### config.mk
export PLATFORM = sky130hd
export DESIGN_NAME = fir_decim_buffer
export DESIGN_NICKNAME = d
export VERILOG_FILES = /design/src/rtl/fir_pkg.sv /design/src/rtl/fir_sync_fifo.sv /design/src/rtl/fir_decim_buffer.sv
export SDC_FILE = /design/constraint.sdc
export NUM_CORES = 1
export LEC_CHECK = 0
export CORE_MARGIN = 2
export CORE_UTILIZATION = 57
export CTS_CLUSTER_SIZE = 16
export DETAILED_ROUTE_END_ITERATION = 12
export GPL_TIMING_DRIVEN = 0
export HOLD_SLACK_MARGIN = 0.12
export MAX_ROUTING_LAYER = met4
export PLACE_DENSITY_LB_ADDON = 0.2
export SETUP_SLACK_MARGIN = 0.05
export SYNTH_ARGS = -nofsm -noshare
export SYNTH_HDL_FRONTEND = slang
export SYNTH_SLANG_ARGS = --single-unit
export TNS_END_PERCENT = 50
### constraint.sdc
create_clock -name clock -period 3.6 [get_ports clock]
set_input_delay 0.9 -clock clock [delete_from_list [all_inputs] [get_ports clock]]
set_output_delay 0.9 -clock clock [all_outputs]
set_load 0.01 [all_outputs]
### src/rtl/fir_pkg.sv
// ---------------------------------------------------------------------------
// fir_pkg
// Width constants and the output-word type shared by the pipelined FIR and
// the decimating output buffer that follows it, plus a small width helper.
// ---------------------------------------------------------------------------
package fir_pkg;

    localparam int FIR_SAMPLE_W = 4;
    localparam int FIR_WEIGHT_W = 5;
    // sample width + weight width + 3 accumulation growth bits
    localparam int FIR_OUT_W    = FIR_SAMPLE_W + FIR_WEIGHT_W + 3;

    typedef logic [FIR_OUT_W-1:0] fir_word_t;

    // Width of a counter/pointer covering 0..n-1; never narrower than 1 bit
    // so that n == 1 still yields a legal vector.
    function automatic int idx_w(input int n);
        return (n > 1) ? $clog2(n) : 1;
    endfunction

endpackage

### src/rtl/fir_sync_fifo.sv
// ---------------------------------------------------------------------------
// fir_sync_fifo
// Single-clock show-ahead FIFO: rdata always presents the oldest entry.
//
// Parameters: WIDTH (entry width), DEPTH (entries, power of two, >= 2)
// Ports:
//   clock  in   rising-edge clock
//   reset  in   asynchronous active-low reset (pointers and count only)
//   push   in   write wdata this cycle (ignored when full unless popping)
//   wdata  in   WIDTH  data to write
//   pop    in   remove head entry this cycle (ignored when empty)
//   rdata  out  WIDTH  head entry, 0 when empty
//   full   out  occupancy == DEPTH
//   empty  out  occupancy == 0
//   count  out  current occupancy
// ---------------------------------------------------------------------------
module fir_sync_fifo
    import fir_pkg::*;
#(
    parameter int WIDTH = 8,
    parameter int DEPTH = 4
) (
    input  logic                       clock,
    input  logic                       reset,
    input  logic                       push,
    input  logic [WIDTH-1:0]           wdata,
    input  logic                       pop,
    output logic [WIDTH-1:0]           rdata,
    output logic                       full,
    output logic                       empty,
    output logic [$clog2(DEPTH+1)-1:0] count
);

    localparam int AW = idx_w(DEPTH);
    localparam int CW = $clog2(DEPTH + 1);

    logic [WIDTH-1:0] mem_q [DEPTH];
    logic [AW-1:0]    wr_ptr_q, wr_ptr_d;
    logic [AW-1:0]    rd_ptr_q, rd_ptr_d;
    logic [CW-1:0]    count_q, count_d;
    logic             pop_ok;
    logic             push_ok;

    assign full  = (count_q == CW'(DEPTH));
    assign empty = (count_q == '0);
    assign count = count_q;

    // A pop in the same cycle frees the slot a push into a full FIFO needs.
    assign pop_ok  = pop & ~empty;
    assign push_ok = push & (~full | pop_ok);

    always_comb begin
        wr_ptr_d = wr_ptr_q;
        rd_ptr_d = rd_ptr_q;
        count_d  = count_q;
        // Pointers wrap naturally because DEPTH is a power of two.
        if (push_ok) begin
            wr_ptr_d = wr_ptr_q + AW'(1);
        end
        if (pop_ok) begin
            rd_ptr_d = rd_ptr_q + AW'(1);
        end
        case ({push_ok, pop_ok})
            2'b10:   count_d = count_q + CW'(1);
            2'b01:   count_d = count_q - CW'(1);
            default: count_d = count_q;
        endcase
    end

    always_ff @(posedge clock or negedge reset) begin
        if (!reset) begin
            wr_ptr_q <= '0;
            rd_ptr_q <= '0;
            count_q  <= '0;
        end else begin
            wr_ptr_q <= wr_ptr_d;
            rd_ptr_q <= rd_ptr_d;
            count_q  <= count_d;
        end
    end

    // Storage is not reset; stale entries are unreachable once the pointers
    // and count are cleared, and the head is masked while empty.
    always_ff @(posedge clock) begin
        if (push_ok) begin
            mem_q[wr_ptr_q] <= wdata;
        end
    end

    assign rdata = empty ? '0 : mem_q[rd_ptr_q];

endmodule

### src/rtl/fir_decim_buffer.sv
// ---------------------------------------------------------------------------
// fir_decim_buffer
// Output stage behind the pipelined FIR: keeps one of every DECIM valid
// samples, scales it by >> SHIFT down to WORD_OUT bits, registers it as a
// pending word, pushes it into a small show-ahead FIFO the following cycle
// and presents the FIFO head on a valid/ready handshake.
//
// Build option: define FIR_DECIM_SAT_EN to clamp scaled values above
// 2^WORD_OUT-1 to all ones; otherwise the scaled value is truncated.
//
// Ports:
//   clock       in   rising-edge clock, shared with the FIR
//   reset       in   asynchronous active-low reset
//   fir_in      in   WORD_IN  unsigned FIR output word
//   fir_valid   in   fir_in carries a sample this cycle
//   dout        out  WORD_OUT head-of-FIFO word (0 when empty)
//   dout_valid  out  dout holds data
//   dout_ready  in   consumer accepts dout this cycle
//   overflow    out  sticky: a kept sample was dropped on a full FIFO
//   count       out  FIFO occupancy
// ---------------------------------------------------------------------------
module fir_decim_buffer
    import fir_pkg::*;
#(
    parameter int WORD_IN  = FIR_OUT_W,
    parameter int WORD_OUT = 8,
    parameter int SHIFT    = 3,
    parameter int DECIM    = 2,
    parameter int DEPTH    = 4
) (
    input  logic                       clock,
    input  logic                       reset,
    input  logic [WORD_IN-1:0]         fir_in,
    input  logic                       fir_valid,
    output logic [WORD_OUT-1:0]        dout,
    output logic                       dout_valid,
    input  logic                       dout_ready,
    output logic                       overflow,
    output logic [$clog2(DEPTH+1)-1:0] count
);

    localparam int              PH_W    = idx_w(DECIM);
    localparam logic [PH_W-1:0] PH_LAST = PH_W'(DECIM - 1);

    logic [PH_W-1:0]     phase_q, phase_d;
    logic                pend_q, pend_d;
    logic [WORD_OUT-1:0] pend_word_q, pend_word_d;
    logic                overflow_q, overflow_d;
    logic                keep;
    logic [WORD_OUT-1:0] scaled;
    logic                fifo_full;
    logic                fifo_empty;
    logic                pop_ok;

    // ---------------- scale / width reduction ----------------
`ifdef FIR_DECIM_SAT_EN
    localparam logic [WORD_IN-1:0] OUT_MAX = WORD_IN'((1 << WORD_OUT) - 1);

    logic [WORD_IN-1:0] shifted;

    assign shifted = fir_in >> SHIFT;
    assign scaled  = (shifted > OUT_MAX) ? '1 : shifted[WORD_OUT-1:0];
`else
    // Plain wrap-around truncation of the shifted word.
    assign scaled = WORD_OUT'(fir_in >> SHIFT);
`endif

    // ---------------- decimation and pending register ----------------
    assign keep   = fir_valid && (phase_q == '0);
    assign pop_ok = dout_valid && dout_ready;

    always_comb begin
        phase_d     = phase_q;
        pend_word_d = pend_word_q;
        if (fir_valid) begin
            phase_d = (phase_q == PH_LAST) ? '0 : phase_q + PH_W'(1);
        end
        // The pending word lives for exactly one cycle: it is either pushed
        // or dropped on the next edge, so the flag simply follows keep.
        pend_d = keep;
        if (keep) begin
            pend_word_d = scaled;
        end
        // A full FIFO only loses the word when no pop frees a slot.
        overflow_d = overflow_q | (pend_q & fifo_full & ~pop_ok);
    end

    always_ff @(posedge clock or negedge reset) begin
        if (!reset) begin
            phase_q     <= '0;
            pend_q      <= 1'b0;
            pend_word_q <= '0;
            overflow_q  <= 1'b0;
        end else begin
            phase_q     <= phase_d;
            pend_q      <= pend_d;
            pend_word_q <= pend_word_d;
            overflow_q  <= overflow_d;
        end
    end

    // ---------------- output FIFO ----------------
    fir_sync_fifo #(
        .WIDTH (WORD_OUT),
        .DEPTH (DEPTH)
    ) u_fifo (
        .clock (clock),
        .reset (reset),
        .push  (pend_q),
        .wdata (pend_word_q),
        .pop   (dout_ready),
        .rdata (dout),
        .full  (fifo_full),
        .empty (fifo_empty),
        .count (count)
    );

    assign dout_valid = ~fifo_empty;
    assign overflow   = overflow_q;

endmodule

==> run metrics <==
outcome=finished clean; post-CTS setup buffer count=0; Post-DP HPWL=2120 um; number of max-cap violations=0; Leak Pwr=0.000900 uW; drt first pass iters=6; CTS resizes=0; clock root cell=clkbuf_4; Worst Path Max Fanout=10; All-Layer GR Usage=17.8%; largest net degree at the start of global routing=19; initial drt markers=10; top_reg_cell synth=edfxtp_1; Final Hold Fails=0; Ports=29; worst vdd ir=0.414 mV; diode count=0; syn_area_per_cell=18.6 sq um; crit start category=register; M1 GR Usage=20.3%; WP data required=2700 ps; total power=1970 uW; Worst-path clk slew=130 ps; DR vias/cell=5.19; switching share of power=30.1%; asr flop ratio synth=36.0%; Yosys warning total=0; Die H=64.1 um; final period utilization=82.0%; sequential fraction of design power=48.4%; RSZ-0062 raised after global routing=false; most common cell in the netlist=edfxtp_1; drt total wl=3060 um; Core Rows=21; Routed WL per cell=16.2 um; antenna violations before repair=0; clock skew=7.47 ps; synthesized area=0.00206 sq mm; synth top area cells=edfxtp_1 (47%), dfrtp_1 (22%), mux4_2 (8.7%); Die Area=0.00411 sq mm; Logic pwr share=39.8%; headroom to the max-slew limit=42.8%; via count=981; GRT met3 Usage=4.93%; Final Max Slew Viols=0; GRT met2 Usage=29.6%; routability congestion estimate=0.687; cts bufs inserted=5; Tmin final=2950 ps; Hold Path Class=reg -> reg; Seq/Total Area, Yosys=68.5%; clock latency on the worst-skew pair=350 ps; number of synthesized flops with an enable pin=32; largest area contributor in the netlist=edfxtp_1; layout cells sized above 1=21.7%; clock buffer depth=2; antenna viol nets, final=0; DRC viols=0; most used routing layer=met2; CTS Sinks=50; first-pass GRT wire length=4970 um; area of the core=0.00342 sq mm; kind of critical path=reg -> out; Die W=64.1 um; Final setup viols=0; Distinct cells, synth=23; cells after synthesis=111; Clk pwr share=11.8%; TritonCTS clock tree=built; input/output buffers=24; vias in the first global route=1022; Cell Int Power=1380 uW; Worst-Margin Slew=856 ps; register area=0.00141 sq mm; Initial Utilization=60.3%; Post-synth top cells=edfxtp_1 (32), dfrtp_1 (18), and2_1 (12), mux2_2 (8), mux4_2 (8); multi-input logic area=594 sq um; Power Dens Cells=819 mW/mm^2; area delta synth->final=16.8%; endpoint class of the critical path=output port; GRT overflow=0; Crit path arrival time=2050 ps; fill count=242; Post-Syn Nets=133; Setup TNS=0 ps; CTS Hold Bufs=0; switching power total=592 uW; number of synthesized register bits=50; fin nets=164; Fmax achieved=339 MHz; area share of the largest cell type after synthesis=46.6%; H-Tree Depth=2
-- sequential cells by signal, summed over array words and instances (netlist names) --
register,flops
overflow,1
u_fifo.rd_ptr_q,2
pend_word_q,8
pend_q,1
u_fifo.mem_q,32
u_fifo.count,3
phase_q,1
u_fifo.wr_ptr_q,2
-- cells in the final DEF, fill, tap and decap left out --
| cell | instances |
|---|---|
| a21o_1 | 1 |
| and2_1 | 12 |
| and2_4 | 1 |
| buf_2 | 1 |
| buf_6 | 2 |
| clkbuf_1 | 3 |
| clkbuf_2 | 1 |
| clkbuf_4 | 5 |
| clkdlybuf4s50_1 | 24 |
| dfrtp_1 | 18 |
| edfxtp_1 | 32 |
| fa_1 | 1 |
| ha_1 | 5 |
| inv_1 | 6 |
| mux2_2 | 8 |
| mux2_4 | 1 |
| mux2i_1 | 1 |
| mux4_2 | 8 |
| nand3_2 | 1 |
| nor2_1 | 1 |
| nor2b_1 | 1 |
| nor2b_2 | 1 |
| nor4b_4 | 1 |
| or3_4 | 1 |
| xnor2_1 | 3 |
| xor2_1 | 4 |
-- worst paths after layout --
| kind | depth (start not counted) | endpoint | startpoint | slack, ps |
|---|---|---|---|---|
| setup / recovery | 4 | dout[6] | u_fifo.rd_ptr_q[0]$_DFFE_PN0P_ | 650 |
| hold / removal | 1 | overflow$_DFF_PN0_ | overflow$_DFF_PN0_ | 470 |
| max in group asynchronous | 1 | pend_word_q[2]$_DFFE_PN0P_ | reset | 2060 |
| hold reg to reg | 1 | overflow$_DFF_PN0_ | overflow$_DFF_PN0_ | 470 |
| setup reg to reg | 9 | u_fifo.count[2]$_DFFE_PN0P_ | u_fifo.count[0]$_DFFE_PN0P_ | 1480 |
| min in group asynchronous | 1 | pend_word_q[5]$_DFFE_PN0P_ | reset | 1020 |
-- kinds of logic after synthesis --
group / count (synthesis) / synth area share (%)
compound gates: 1 / 0.364
simple gates: 19 / 7.16
fa+ha+maj: 6 / 4.01
xor+xnor: 7 / 2.98
mux: 18 / 14.3
buf+inv: 10 / 2.67
flops: 50 / 68.5
-- area by class of cell --
cell class	instances	share of cell area [%]
repair buffers	24	9.98
plain buffers	4	1.35
multi-input cells	51	24.7
clock buffers	8	2.03
flip-flops and latches	50	58.6
inverters	6	0.936
well taps	46	2.39
-- worst max-delay path, cell delays in order (launching register included) --
cell and delay, ps:
dfrtp_1 370, buf_6 180, mux4_2 500, and2_1 170, clkdlybuf4s50_1 470
-- metal layers --
metal,vias to the layer above,routed length (um),part of all wire (%)
met5,-,0,0
met4,0,63,2.1
met3,4,113,3.7
met2,17,1620,53
met1,501,1260,41
li1,459,-,-
-- through the flow --
step                worst slack (ps)  area [sq um]  utilization, %  instances  hold slack, ps
floorplan                       1230          2060               -        111             439
global placement                 596          2360            69.0        181             440
detailed placement               542          2360            69.0        181             447
CTS                              605          2410            70.5        189             476
global route                     557          2410            70.5        189             500
finish                           647          2410            70.5        189             472
-- power by group through the flow --
| stage | combinational [uW] | sequential [uW] | clock, uW |
|---|---|---|---|
| final | 784 | 954 | 232 |
| after global routing | 851 | 981 | 257 |
| after CTS | 801 | 957 | 240 |
| after detailed placement | 798 | 971 | 0 |
| after global placement | 768 | 947 | 0 |
| after floorplan | 499 | 946 | 0 |
Power figures use the tool's default switching activity.
